<file path="src/rtl/rf_pkg.sv">
`default_nettype none
// ============================================================================
// Module      : rf_pkg
// Description : Shared definitions for the parametrised register file:
//               default geometry, the architectural register address type,
//               the hardwired-zero address and an address qualification
//               helper used by both the data array and the scoreboard.
// Revision    : 1.0 - initial release
// ============================================================================
package rf_pkg;

  localparam int DEFAULT_XLEN  = 32;
  localparam int DEFAULT_NREGS = 32;
  localparam int AW            = $clog2(DEFAULT_NREGS);

  typedef logic [AW-1:0] rf_addr_t;

  localparam rf_addr_t ZERO_ADDR = '0;

  // True when an address names a real, writable/trackable register: inside
  // the array and not the hardwired-zero register.
  function automatic logic addr_usable(input int addr, input int nregs,
                                       input logic zero_reg);
    logic is_zero;
    is_zero = zero_reg && (addr == int'(ZERO_ADDR));
    return (addr < nregs) && !is_zero;
  endfunction

endpackage
`default_nettype wire

</file>
<file path="src/rtl/rf_scoreboard.sv">
`default_nettype none
// ============================================================================
// Module      : rf_scoreboard
// Description : Per-register pending-write (busy) bits with flush/set/clear
//               priority and a popcount of outstanding producers.
// Ports       : clk, rst (async, active-high)
//               flush             - clear every busy bit
//               busy_set/busy_addr- mark a register as having a producer
//               wr_en/wr_addr     - writeback retires the producer
//               busy              - registered busy vector
//               busy_count        - number of set busy bits
// Revision    : 1.0 - initial release
// ============================================================================
module rf_scoreboard
  import rf_pkg::*;
#(
  parameter int NREGS    = DEFAULT_NREGS,
  parameter int AW       = $clog2(NREGS),
  parameter int ZERO_REG = 1
) (
  input  logic             clk,
  input  logic             rst,
  input  logic             flush,
  input  logic             busy_set,
  input  logic [AW-1:0]    busy_addr,
  input  logic             wr_en,
  input  logic [AW-1:0]    wr_addr,
  output logic [NREGS-1:0] busy,
  output logic [AW:0]      busy_count
);

  logic [NREGS-1:0] r_busy;
  logic             w_set_ok;
  logic             w_clr_ok;
  logic [AW:0]      w_count;

  assign w_set_ok = busy_set && addr_usable(int'(busy_addr), NREGS, ZERO_REG != 0);
  assign w_clr_ok = wr_en    && addr_usable(int'(wr_addr),   NREGS, ZERO_REG != 0);

  // The set is applied after the clear so a new producer issued in the same
  // cycle as the old one retires keeps the register pending.
  always_ff @(posedge clk or posedge rst) begin
    if (rst) begin
      r_busy <= '0;
    end else if (flush) begin
      r_busy <= '0;
    end else begin
      if (w_clr_ok) r_busy[wr_addr]   <= 1'b0;
      if (w_set_ok) r_busy[busy_addr] <= 1'b1;
    end
  end

  always_comb begin
    w_count = '0;
    for (int k = 0; k < NREGS; k++) begin
      w_count = w_count + (AW+1)'(r_busy[k]);
    end
  end

  assign busy       = r_busy;
  assign busy_count = w_count;

endmodule
`default_nettype wire

</file>
<file path="src/rtl/param_register_file.sv">
`default_nettype none
// ============================================================================
// Module      : param_register_file
// Description : Parametrised integer register file with NREAD combinational
//               read ports, optional write-to-read bypass, optional
//               hardwired-zero register and a pending-write scoreboard that
//               flags RAW hazards against in-flight producers.
// Ports       : clk, rst (async, active-high)
//               wr_en/wr_addr/wr_data - writeback port (also clears busy)
//               rd_en/rd_addr         - per-port valid and packed addresses
//               rd_data/rd_busy       - packed read data, per-port hazard
//               stall                 - any enabled port sees a hazard
//               busy_set/busy_addr    - decode marks a pending destination
//               flush                 - clears all busy bits
//               busy_count            - number of pending registers
// Revision    : 1.0 - initial release
// ============================================================================
module param_register_file
  import rf_pkg::*;
#(
  parameter int XLEN     = DEFAULT_XLEN,
  parameter int NREGS    = DEFAULT_NREGS,
  parameter int NREAD    = 2,
  parameter int ZERO_REG = 1,
  parameter int BYPASS   = 1,
  localparam int AW      = $clog2(NREGS)
) (
  input  logic                clk,
  input  logic                rst,
  input  logic                wr_en,
  input  logic [AW-1:0]       wr_addr,
  input  logic [XLEN-1:0]     wr_data,
  input  logic [NREAD-1:0]    rd_en,
  input  logic [NREAD*AW-1:0] rd_addr,
  output logic [NREAD*XLEN-1:0] rd_data,
  output logic [NREAD-1:0]    rd_busy,
  output logic                stall,
  input  logic                busy_set,
  input  logic [AW-1:0]       busy_addr,
  input  logic                flush,
  output logic [AW:0]         busy_count
);

  logic [XLEN-1:0]  r_regs [NREGS];
  logic [NREGS-1:0] w_busy;
  logic             w_wr_ok;

  assign w_wr_ok = wr_en && addr_usable(int'(wr_addr), NREGS, ZERO_REG != 0);

  always_ff @(posedge clk or posedge rst) begin
    if (rst) begin
      for (int k = 0; k < NREGS; k++) begin
        r_regs[k] <= '0;
      end
    end else if (w_wr_ok) begin
      r_regs[wr_addr] <= wr_data;
    end
  end

  rf_scoreboard #(
    .NREGS    (NREGS),
    .AW       (AW),
    .ZERO_REG (ZERO_REG)
  ) u_scoreboard (
    .clk        (clk),
    .rst        (rst),
    .flush      (flush),
    .busy_set   (busy_set),
    .busy_addr  (busy_addr),
    .wr_en      (wr_en),
    .wr_addr    (wr_addr),
    .busy       (w_busy),
    .busy_count (busy_count)
  );

  generate
    for (genvar i = 0; i < NREAD; i++) begin : g_rd
      logic [AW-1:0] w_addr;
      logic          w_usable;
      logic          w_fwd;

      assign w_addr   = rd_addr[i*AW +: AW];
      assign w_usable = addr_usable(int'(w_addr), NREGS, ZERO_REG != 0);
      // Forwarding also hides the hazard: the producer's value is on the bus.
      assign w_fwd    = (BYPASS != 0) && wr_en && (wr_addr == w_addr);

      assign rd_data[i*XLEN +: XLEN] = !w_usable ? '0      :
                                       w_fwd     ? wr_data :
                                                   r_regs[w_addr];
      assign rd_busy[i] = w_usable && !w_fwd && w_busy[w_addr];
    end
  endgenerate

  assign stall = |(rd_en & rd_busy);

endmodule
`default_nettype wire

</file>
<file path="config.mk">
export PLATFORM = sky130hd
export DESIGN_NAME = param_register_file
export DESIGN_NICKNAME = d
export VERILOG_FILES = /design/src/rtl/rf_pkg.sv /design/src/rtl/rf_scoreboard.sv /design/src/rtl/param_register_file.sv
export SDC_FILE = /design/constraint.sdc
export NUM_CORES = 2
export LEC_CHECK = 0
export ABC_AREA = 1
export CORE_MARGIN = 2
export CORE_UTILIZATION = 50
export CTS_CLUSTER_SIZE = 12
export DETAILED_ROUTE_END_ITERATION = 7
export PLACE_DENSITY = 0.62
export SYNTH_ARGS = -nofsm -noshare
export SYNTH_HDL_FRONTEND = slang
export SYNTH_SLANG_ARGS = --single-unit
</file>
<file path="constraint.sdc">
create_clock -name clk -period 44.2 [get_ports clk]
set_input_delay 8.84 -clock clk [delete_from_list [all_inputs] [get_ports clk]]
set_output_delay 8.84 -clock clk [all_outputs]
set_load 0.01 [all_outputs]
</file>
# After elaboration in Yosys (flattened, before gate mapping)
# Index checks and enable logic that the tools add are counted.
totals:
  out_inout_bits: 73
  regBits: 1056
  in_bits: 59
  ram_bits: 0
  mem_bits_ro: 0
  latch_bits: 0
  n_memories: 0
  word_cells: 130
op_classes:
  order_cmp: 10
  n_bitwise: 7
  div_mod_pow: 0
  addsub: 31
  reduce_logical: 22
  shifts: 0
  muxes: 25
  multipliers: 0
  n_eq_ne: 2
ops:
  columns: ["operator", "count"]
  rows:
  - ["$bwmux W1024", 1]
  - ["$mux W32", 13]
  - ["$bmux W32 S5", 2]
  - ["$add A6 B1 Y6", 30]
  - ["$demux W32 S5", 1]
  - ["$and A32 B32 Y32", 1]
  - ["$not A32 Y32", 1]
  - ["$or A32 B32 Y32", 1]
  - ["$lt A5 B6 Y1 const B", 4]
  - ["$logic_not A5 Y1", 4]
  - ["$ge A6 B6 Y1 const B", 3]
  - ["$not A5 Y6", 3]
  - ["$logic_and A1 B1 Y1", 11]
  - ["$bmux W1 S5", 2]
  - ["$demux W1 S5", 2]
  - ["$eq A5 B5 Y1", 2]
  - ["$ge A5 B1 Y1 const B", 2]
  - ["$logic_not A1 Y1", 6]
  - ["$lt A6 B1 Y1 const B", 1]
  - ["$mux W1", 4]
  - ["$add A1 B1 Y2", 1]
  - ["$and A2 B2 Y2", 1]
  - ["$reduce_or A2 Y1", 1]

# Longest topological paths before layout
depth:
  depth_word: 31
  depth_mapped: 19
  depth_no_buf: 19

# Cells and area by module
# From an unflattened synthesis, not the netlist that was laid out.
hier_totals:
  cells_unflattened: 8178
  hier_area_um2: 60197.7
by_module_without_submodules:
  columns: ["mod", "seq_area_each_um2", "cells_per_inst", "n_inst", "area_per_inst_um2"]
  rows:
  - ["param_register_file", 25624.6, 7869, 1, 57477.6]
  - ["rf_scoreboard", 800.8, 309, 1, 2720.1]

# Worst setup path after synthesis
# Ideal clock, no wire load.
synth_path:
  path_kind: "in2out"
  startpoint: "input rd_addr[5]"
  endpoint: "output rd_data[61]"
  cell_stages: 12
  n_path_buf: 4
  arrival_time_ns: 10.107
  t_required_ns: 35.360
  setup_slack_ns: 25.253
  path_cell_list: "buf_4 -> inv_2 -> buf_4 -> buf_4 -> buf_2 -> a21oi_1 -> o21ai_0 -> nand3_1 -> nand3_1 -> nand2_1 -> nand2_1 -> a21oi_1"
synth_via:
  elab_chain_cells: 6
  elab_cells_between_ends: 9
  classes_between: "eq/ne (1); mux (5); bitwise (1); reduce/logical (2)"
synth_lines:
  columns: ["item", "line", "source"]
  rows:
  - ["start, declared", "param_register_file.sv:34", "input logic [NREAD*AW-1:0] rd_addr,"]
  - ["$not A5 Y6 (not written as such)", "param_register_file.sv:89", "r_regs[w_addr];"]
  - ["$bmux W32 S5", "param_register_file.sv:89", null]
  - ["$mux W32 (not written as such) (2 in series)", "param_register_file.sv:89", null]
  - ["$mux W32", "param_register_file.sv:88", "w_fwd ? wr_data :"]
  - ["$mux W32 (*)", "param_register_file.sv:87", "assign rd_data[i*XLEN +: XLEN] = !w_usable ? '0 :"]
  - ["end, declared", "param_register_file.sv:35", "output logic [NREAD*XLEN-1:0] rd_data,"]
# Mark *: on every way between the ends. The rest lies on a longest branch, timed or not. The select of a mux whose other input is x is not followed.

# Worst setup path after layout
layout_path:
  startpoint: "input rd_addr[5]"
  endpoint: "output rd_data[41]"
# Same word-level chain as after synthesis.

==> run metrics <==
clk buf depth=3; DRC Markers=0; num rows=126; fin crit share=0.5268; wire length per cell=25.06 µm; effective utilization at floorplan=0.5046; peak supply drop=roughly 34 µV; vias in the first global route=approximately 54000; post-cts sizing count=0; fillers=11380; CP max-delay cell=buf_4; CTS tree=yes; Pins Over Slew Limit=0; Cell Int Power=1.937 mW; Synth Warn #=0; Reg power frac=0.444; combinational power share=0.198; Final HPWL DP=126400 µm; crit path DAT=14.44 ns; syn_area_per_cell=~7 µm²; Die X=roughly 350 µm; Setup-failing EPs final=0; Synth area leader=dfrtp_1; Worst Tran Pin Value=1.323 ns; top_reg_cell synth=dfrtp_1; total number of vias=58680; ANT nets after route=0; share of layout cells above drive strength 1=0.04762; Post-synth ARST share=1.000; max capacitance violation total=0; Leak Pwr=29.30 nW; DRT Pass-1 Iters=6; grt peak-use layer=met2; placer's final routability congestion estimate=0.8819; Worst Hold Class=reg -> reg; htree depth=3; NetSw=between 0.9 and 1 mW; met1 usage=0.5462; core area=118200 µm²; delay of the slowest cell on the worst path=0.90 ns; Post-synth top cells=nand2_1, o21ai_0, dfrtp_1; Die Height=349.4 µm; CP dominant cell by count=buf_4; CP max FO=103; Crit Path Class=in -> out; vias per inst=6.190; Routed WL=237600 µm; number of placed I/O pins=132; data required time of the critical path=35.36 ns; die area=122100 µm²; register area share after synthesis=0.4429; Worst-path clk slew=0.06 ns; GRT Total Usage=0.3851; Clk pwr share=0.359; Setup Buffers After CTS=0; grt met2 use=0.5686; Sw Share=0.3190; Layout area overhead=8.143%; global route overflow=0; post-synthesis register bit count=approximately 1100; clock latency on the worst-skew pair=0.73 ns; Final Power=2.844 mW; global-route wire length before repair=353300 µm; Fin. Hold Viols=0; I/O Buffers=131; relative slew slack=0.1174; CTS Root Cell=clkbuf_16; Clock Sink Count=1056; CP endpoint kind=primary output; Post-Synthesis Cells=8291; RSZ-0062 raised after global routing=no; share of the synthesized area in the top cell type=0.4429; Mapped Area=59660 µm²; NumNets Final=approximately 8000; cts bufs inserted=118; clock skew=0 ns; crit path launch type=input port; Max Clk Rate=42.95 MHz; Net Count, Synth=8382; top cells by area, synth=dfrtp_1, nand2_1, o21ai_0; EDFF count, synth=0; largest net degree at the start of global routing=211; most common cell in the netlist=nand2_1; Netlist cell types=35; Power Density=44.08 nW/µm²; post-route minimum period=23.28 ns; status=completed; met3 GRT Util=0.08723; hold_buf cts=0; initial antenna violation count=13; crit path cell chain=buf_8 -> buf_4 -> buf_4 -> buf_4 -> buf_4 -> buf_4 -> o21ai_0 -> o21ai_0 -> nand2_1 -> nand3_1 -> nand3_1 -> nand2_1 -> clkdlybuf4s50_1; final setup TNS=0 ns; drt initial violations=8582
==> flip-flops by register name, summed over array words and instances, names as in the netlist <==
signal	flops
r_regs	1024
u_scoreboard.busy	32
==> path summary, 6_finish.rpt <==
kind | start | to | slack, ns | cells after the start
setup / recovery | rd_addr[5] | rd_data[41] | 20.92 | 13
max in group asynchronous | rst | r_regs[521] | 31.74 | 6
hold / removal | r_regs[1023] | r_regs[1023] | 0.39 | 0
min in group asynchronous | rst | r_regs[214] | 8.61 | 2
hold reg to reg | r_regs[1023] | r_regs[1023] | 0.39 | 0
setup reg to reg | u_scoreboard.busy[15] | u_scoreboard.busy[15] | 43.38 | 2
==> kinds of logic after synthesis <==
family	share of synthesized area
buffers and inverters	0.09408
multiplexers	0.0005033
AO/OA/AOI/OAI	0.2235
XOR/XNOR	0.0004405
AND/OR/NAND/NOR	0.2288
flip-flops	0.4429
adder cells (fa/ha/maj)	0.009731
==> final cells by class <==
cell class / count / area (µm²) / share of cell area
clock inverters: 35 / 374.1 / 0.005798
clock buffers: 180 / 3580 / 0.05548
repair buffers: 221 / 2074 / 0.03215
flip-flops and latches: 1056 / 26430 / 0.4096
diodes: 6 / 15.01 / 0.0002327
multi-input cells: 5849 / 27850 / 0.4317
inverters: 597 / 2276 / 0.03528
well taps: 1536 / 1922 / 0.02979
==> metrics by stage <==
step	worst slack (ns)	util	std cells	instance area (µm²)	hold slack, ns
detailed placement	21.10	0.5121	9259	60550	0.3680
global route	20.68	0.5456	9475	64510	0.3896
finish	20.92	0.5457	9480	64520	0.3894
CTS	21.09	0.5455	9474	64500	0.3811
floorplan	5.636	-	8291	59660	0.4290
global placement	21.22	0.5121	9259	60550	0.3665
==> power by group through the flow <==
stage / clock, mW / sequential [mW] / combinational, mW
after floorplan: 0 / 1.25 / 0.403
after global placement: 0 / 1.27 / 0.538
after detailed placement: 0 / 1.27 / 0.552
after CTS: 1.03 / 1.26 / 0.554
after global routing: 1.07 / 1.28 / 0.638
final: 1.02 / 1.26 / 0.562
==> metal layers <==
layer / share of wire / vias to the layer above
met5: 0.00040 / -
met4: 0.044 / 16
met3: 0.12 / 592
met2: 0.42 / 3578
met1: 0.41 / 27910
li1: - / 26590
==> cell usage in the layout (no fill, tap or decap), types with 5 or more instances in the layout <==
cell type,count
fa_1,24
o22ai_1,5
nor2_4,13
clkbuf_16,121
buf_12,7
clkbuf_8,33
a31oi_1,5
bufinv_16,7
diode_2,6
nor3_1,10
o31ai_1,7
clkinv_2,21
nand2_4,21
o21ai_0,1381
or2_2,19
clkdlybuf4s50_1,121
a21oi_1,619
dfrtp_1,1056
o21a_1,5
inv_1,572
buf_4,87
inv_6,5
nand2_1,2159
nand3_1,810
a211oi_1,15
nor2_1,262
o21ai_1,142
inv_2,18
ha_1,8
clkbuf_1,26
nand4_1,8
o211ai_1,311
==> worst max-delay path: cells and delay by family <==
| kind | cells | cell delay [ns] |
|---|---|---|
| buf+inv | 7 | 4.44 |
| compound gates | 2 | 0.35 |
| simple gates | 4 | 0.56 |
Note: power is estimated with default switching activity, not from simulation.
